### src/rtl/timer_dev_pkg.sv
// timer_dev_pkg: shared state encoding, register map, CTRL layout and MODE codes for timer_dev
package timer_dev_pkg;
    typedef enum logic [1:0] {
        ST_IDLE = 2'd0,
        ST_LOAD = 2'd1,
        ST_CNT  = 2'd2,
        ST_INT  = 2'd3
    } state_e;
    localparam logic [1:0] OFF_CTRL   = 2'd0;
    localparam logic [1:0] OFF_PRESET = 2'd1;
    localparam logic [1:0] OFF_COUNT  = 2'd2;
    localparam int CTRL_EN   = 0;
    localparam int CTRL_MODE = 1;
    localparam int CTRL_IM   = 3;
    localparam logic [1:0] MODE_AUTO = 2'b01;
endpackage

### src/rtl/timer_dev.sv
// timer_dev: bus-programmed down-counting timer with one-shot/auto-reload modes and masked interrupt
module timer_dev
    import timer_dev_pkg::*;
#(
    parameter int CNT_WD = 32
) (
    input  logic        clk,
    input  logic        rst,
    input  logic        sel,
    input  logic [1:0]  addr,
    input  logic        we,
    input  logic [31:0] din,
    output logic [31:0] dout,
    output logic        irq
);
    state_e              state_q, state_d;
    logic [CNT_WD-1:0]   preset_q, count_q, count_d;
    logic [1:0]          mode_q;
    logic                en_q, im_q, pend_q;
    logic                wr_ctrl, wr_preset, stop, pend_set, hw_clr;

    assign wr_ctrl   = sel & we & (addr == OFF_CTRL);
    assign wr_preset = sel & we & (addr == OFF_PRESET);
    assign stop      = wr_ctrl & ~din[CTRL_EN];
    assign irq       = pend_q & im_q;
    assign dout      = !sel                 ? 32'd0 :
                       addr == OFF_CTRL     ? {28'd0, im_q, mode_q, en_q} :
                       addr == OFF_PRESET   ? 32'(preset_q) :
                       addr == OFF_COUNT    ? 32'(count_q) : 32'd0;

    // state register
    always_ff @(posedge clk or negedge rst) begin
        if (!rst) state_q <= ST_IDLE;
        else      state_q <= state_d;
    end

    // next state and counter update; a disabling CTRL write aborts immediately and freezes COUNT
    always_comb begin
        state_d  = state_q;
        count_d  = count_q;
        pend_set = 1'b0;
        hw_clr   = 1'b0;
        case (state_q)
            ST_IDLE: state_d = en_q ? ST_LOAD : ST_IDLE;
            ST_LOAD: begin
                count_d = preset_q;
                state_d = ST_CNT;
            end
            ST_CNT: begin
                if (!en_q) state_d = ST_IDLE;
                else if (count_q > CNT_WD'(1)) count_d = count_q - CNT_WD'(1);
                else begin
                    count_d  = '0;
                    pend_set = 1'b1;
                    state_d  = ST_INT;
                end
            end
            ST_INT: begin
                hw_clr  = (mode_q != MODE_AUTO);
                state_d = (mode_q == MODE_AUTO) ? ST_LOAD : ST_IDLE;
            end
            default: state_d = ST_IDLE;
        endcase
        if (stop) begin
            state_d = ST_IDLE;
            count_d = count_q;
        end
    end

    // programmer-visible registers; software EN write beats hardware clear, pend set beats CTRL clear
    always_ff @(posedge clk or negedge rst) begin
        if (!rst) begin
            en_q     <= 1'b0;
            mode_q   <= 2'b00;
            im_q     <= 1'b0;
            preset_q <= '0;
            count_q  <= '0;
            pend_q   <= 1'b0;
        end else begin
            count_q <= count_d;
            pend_q  <= pend_set | (pend_q & ~wr_ctrl);
            if (wr_ctrl) begin
                en_q   <= din[CTRL_EN];
                mode_q <= din[CTRL_MODE +: 2];
                im_q   <= din[CTRL_IM];
            end else if (hw_clr) en_q <= 1'b0;
            if (wr_preset) preset_q <= din[CNT_WD-1:0];
        end
    end
endmodule

### config.mk
export PLATFORM = sky130hd
export DESIGN_NAME = timer_dev
export DESIGN_NICKNAME = d
export VERILOG_FILES = /design/src/rtl/timer_dev_pkg.sv /design/src/rtl/timer_dev.sv
export SDC_FILE = /design/constraint.sdc
export NUM_CORES = 1
export LEC_CHECK = 0
export ABC_CLOCK_PERIOD_IN_PS = 4600
export CAP_MARGIN = 15
export CORE_UTILIZATION = 44
export CTS_CLUSTER_SIZE = 14
export DETAILED_ROUTE_END_ITERATION = 16
export GPL_ROUTABILITY_DRIVEN = 0
export HOLD_SLACK_MARGIN = 0.08
export PLACE_DENSITY = 0.68
export SYNTH_ARGS = -nofsm -noshare
export SYNTH_HDL_FRONTEND = slang
export SYNTH_SLANG_ARGS = --single-unit
### constraint.sdc
create_clock -name clk -period 4.6 [get_ports clk]
set_clock_uncertainty 0.2 [all_clocks]
set_input_delay 0.69 -clock clk [delete_from_list [all_inputs] [get_ports clk]]
set_output_delay 0.69 -clock clk [all_outputs]
set_load 0.005 [all_outputs]
==> tab_implementation.tex <==
\begin{tabular}{lr}
\hline
Metric & Value \\
\hline
\multicolumn{2}{l}{\textbf{Clock network}} \\
Source-to-sink clock delay at the later pin of the worst-skew pair & between 0.3 and 0.4 ns \\
\# resized after CTS & 0 \\
CTS tree & built \\
CTS sink count & a little over 70 \\
H-tree Lvls & 3 \\
Maximum root-to-sink buffer count & 2 \\
Post-CTS Setup Bufs & 0 \\
Root buffer selected by CTS & sky130\_fd\_sc\_hd\_\_clkbuf\_8 \\
Worst-path clk slew & 0.07 ns \\
Hold-fix buffer count after cts & 0 \\
CTS Buf Count & 9 \\
\multicolumn{2}{l}{\textbf{STA}} \\
Final number of hold-violating endpoints & 0 \\
Final number of max-transition violations & 0 \\
Relative slew margins & 29.22\% \\
Setup repair after global routing missed its margin & false \\
Post-route clock period utilization & 78.33\% \\
Clock period minus final worst setup slack & 3.603 ns \\
Final total negative setup slack & 0 ns \\
Final number of setup-violating endpoints & 0 \\
Max Clock Freq & 277.5 MHz \\
Worst Max-Slew Pin Slew & $\sim$1.1 ns \\
\multicolumn{2}{l}{\textbf{Critical path}} \\
Reg2Reg Depth & 6 \\
R2R Path End & count\_q[10] \\
Critical path class & input port to output port \\
Crit path DAT & approximately 2.7 ns \\
Crit path depth & 7 \\
Critical path endpoint category & output port \\
CP bufs+invs & 3 \\
Required time of the critical path & 3.71 ns \\
Cell repeated most along the worst path & sky130\_fd\_sc\_hd\_\_clkdlybuf4s50\_1 \\
Top fanout value on the critical path & 29 \\
Library cell contributing the largest single delay on the critical path & sky130\_fd\_sc\_hd\_\_clkdlybuf4s50\_1 \\
Delay contributed by the slowest stage of the critical path & approximately 0.67 ns \\
Critical register-to-register path startpoint & count\_q[10] \\
Crit path launch & addr[1] \\
R2R setup slack & approximately 1.3 ns \\
Top cell family by delay on the critical path & buffers and inverters \\
Launching element type of the critical path & input port \\
Setup crit end & dout[3] \\
Cell chain of the critical path & clkdlybuf4s50\_1 -> nor2b\_2 -> buf\_4 -> nand2\_1 -> o21ai\_0 -> and2\_1 -> clkdlybuf4s50\_1 \\
\multicolumn{2}{l}{\textbf{Synth}} \\
Async S/R FF share, synth & between 90\% and 100\% \\
Cells after Synth & about 440 \\
Top-area cell type share of the netlist area & 41.83\% \\
Number of register bits inferred by synthesis & 71 \\
Count of cell types in the netlist & 58 \\
Commonest cells in the netlist & sky130\_fd\_sc\_hd\_\_dfrtp\_1 (71), sky130\_fd\_sc\_hd\_\_a22oi\_1 (33), sky130\_fd\_sc\_hd\_\_mux2\_2 (31), sky130\_fd\_sc\_hd\_\_clkbuf\_1 (30), sky130\_fd\_sc\_hd\_\_nor2b\_1 (30) \\
Synth area leaders & sky130\_fd\_sc\_hd\_\_dfrtp\_1 (42\%), sky130\_fd\_sc\_hd\_\_mux2\_2 (8.2\%), sky130\_fd\_sc\_hd\_\_a22oi\_1 (5.8\%) \\
Count of flip-flops with a built-in enable after synthesis & 0 \\
Post-Syn Area & 0.004248 mm² \\
Seq/Total Area, Yosys & 41.83\% \\
Post-synthesis net count & $\sim$490 \\
Yosys warns & 0 \\
Most repeated cell in the gate-level netlist after synthesis & sky130\_fd\_sc\_hd\_\_dfrtp\_1 \\
Cell type with the highest aggregate area in the netlist & sky130\_fd\_sc\_hd\_\_dfrtp\_1 \\
Dominant register cell in the synthesized netlist & sky130\_fd\_sc\_hd\_\_dfrtp\_1 \\
Syn avg cell area & about 9.6 µm² \\
\multicolumn{2}{l}{\textbf{Routing}} \\
Remaining routing DRC violations & 0 \\
Remaining antenna violation count & 0 \\
Average vias per placed instance & around 6.1 \\
Initial DRT Pass Iterations & 5 \\
Wire per inst & approximately 18 µm \\
Detailed Route Iter0 Violations & between 200 and 300 \\
Final Routed Wirelength & about 11 mm \\
Routed vias & about 3800 \\
\multicolumn{2}{l}{\textbf{Pwr}} \\
Power share of the sequential group & between 40\% and 50\% \\
Internal Pwr Total & 1595 µW \\
Lkg Pwr & between 0.002 and 0.0025 µW \\
Overall power & between 2000 and 3000 µW \\
Combinational fraction of design power & approximately two fifths \\
Switching power total & around 1100 µW \\
Power share of the clock group & between 10\% and 20\% \\
Power per Cell Area & 520.5 mW/mm² \\
VDD IR max & approximately 200 µV \\
Switching part of the total & between 40 and 50\% \\
\multicolumn{2}{l}{\textbf{Final layout}} \\
Number of inserted diodes & 0 \\
Layout filler cell count & 890 \\
Area Growth Syn to Fin & 22.83\% \\
Final instance area & roughly 0.0052 mm² \\
Net total in the final layout & 541 \\
Share of post-route cells with drive strength above 1 & approximately an eighth \\
\multicolumn{2}{l}{\textbf{Floorplanning}} \\
Die boundary height & $\sim$100 µm \\
Number of rows in the core area & 35 \\
Total die area & roughly 0.010 mm² \\
Initial standard-cell utilization of the core & around 46\% \\
Number of top-level design ports & a little over 70 \\
Chip Width & 100.3 µm \\
Core area & 0.009284 mm² \\
\multicolumn{2}{l}{\textbf{Placed design}} \\
Cell area after placement & $\sim$0.0050 mm² \\
\# port buffers & 70 \\
Post-detail-place hpwl & 7.769 mm \\
\multicolumn{2}{l}{\textbf{Min path}} \\
Class of the worst hold path & input port to asynchronous set/reset pin \\
\multicolumn{2}{l}{\textbf{Job}} \\
Max capacitance violation total & 0 \\
\multicolumn{2}{l}{\textbf{GRT}} \\
Wire length of the first global-routing pass & 18.77 mm \\
Global Route met1 Usage & between 30\% and 40\% \\
Overall Global Routing Usage & between 20\% and 30\% \\
GRT busiest layer & met2 \\
Number of antenna violations at the first check in global routing & 0 \\
Routing usage on met3 & a little over 4\% \\
Maximum number of pins on one net before global-route repair & 44 \\
Via count of the first global-routing pass & roughly 3800 \\
GRT overflow & 0 \\
Met2 usage in global routing & just under 40\% \\
\multicolumn{2}{l}{\textbf{Run status}} \\
Result of the run & completed \\
\hline
\end{tabular}
sequential cells by signal, indices dropped and copies added (netlist names):
signal,cells
preset_q,32
en_q,1
pend_q,1
count_q,32
im_q,1
mode_q,2
state_q,2
per-layer routing:
layer  up-vias  routed length [µm]
li1       1789                   -
met4         0                 271
met1      1903                5205
met5         -                   0
met2       108                5376
met3        25                 494
worst reg2reg max path, cell delays in order, from the launching register on:
cell and delay, ns:
sky130_fd_sc_hd__dfrtp_1 0.46, sky130_fd_sc_hd__or4_4 0.54, sky130_fd_sc_hd__or4_1 0.68, sky130_fd_sc_hd__o41ai_4 0.40, sky130_fd_sc_hd__buf_4 0.38, sky130_fd_sc_hd__o21ai_0 0.20
sky130_fd_sc_hd__a221o_1 0.32
cell type report:
type / count / area (µm²) / area share (%)
tap: 129 / 161.4 / 3.094
sequential: 71 / 1777 / 34.05
multi-input combinational: 320 / 2266 / 43.43
clock inverter: 4 / 47.55 / 0.9113
timing repair buffer: 81 / 778.2 / 14.92
inverter: 15 / 56.30 / 1.079
clock buffer: 11 / 131.4 / 2.518
stage by stage:
step	setup slack [ns]	utilization [%]	std cells	hold slack, ns
4_1_cts	1.007	56.20	631	0.1779
3_3_place_gp	1.052	54.27	616	0.2844
5_1_grt	0.9212	56.20	631	0.1898
3_5_place_dp	0.9969	54.27	616	0.2864
2_1_floorplan	1.645	-	443	0.1944
6_report	0.9967	56.20	631	0.1551
worst min path at each step:
stage | start | end | depth (start not counted)
after global routing | rst | count_q[6] | 1
after CTS | rst | preset_q[3] | 1
after floorplan | rst | count_q[0] | 0
after global placement | pend_q | pend_q | 1
final | rst | preset_q[3] | 1
after detailed placement | pend_q | pend_q | 1
cell usage in the layout, fill, tap and decap left out, types with 10 or more instances in the layout:
cell,netlist,routed
sky130_fd_sc_hd__a221o_1,10,10
sky130_fd_sc_hd__a22oi_1,33,33
sky130_fd_sc_hd__buf_4,1,11
sky130_fd_sc_hd__clkdlybuf4s50_1,0,69
sky130_fd_sc_hd__dfrtp_1,71,71
sky130_fd_sc_hd__inv_1,15,15
sky130_fd_sc_hd__mux2_2,31,31
sky130_fd_sc_hd__nand2_1,25,25
sky130_fd_sc_hd__nand3_1,17,17
sky130_fd_sc_hd__nor2_1,18,18
sky130_fd_sc_hd__nor2b_1,30,28
sky130_fd_sc_hd__nor3_1,17,17
sky130_fd_sc_hd__nor4_1,14,14
sky130_fd_sc_hd__o21ai_0,26,26
cell families (layout without fill, tap and decap cells):
kind of cell,count (synthesis),after routing,synth area share (%)
AND/OR/NAND/NOR,151,151,19.68
AO/OA/AOI/OAI,126,126,22.06
flip-flops,71,71,41.83
buffers and inverters,52,111,5.096
multiplexers,38,38,9.867
adder cells (fa/ha/maj),5,5,1.473
power groups by stage:
stage	sequential, µW	combinational (µW)	clock (µW)
after global placement	1110	1080	0
after CTS	1110	1110	492
after detailed placement	1120	1100	0
final	1120	1110	486
after global routing	1150	1240	520
after floorplan	1010	848	0
Power figures use the tool's default switching activity.
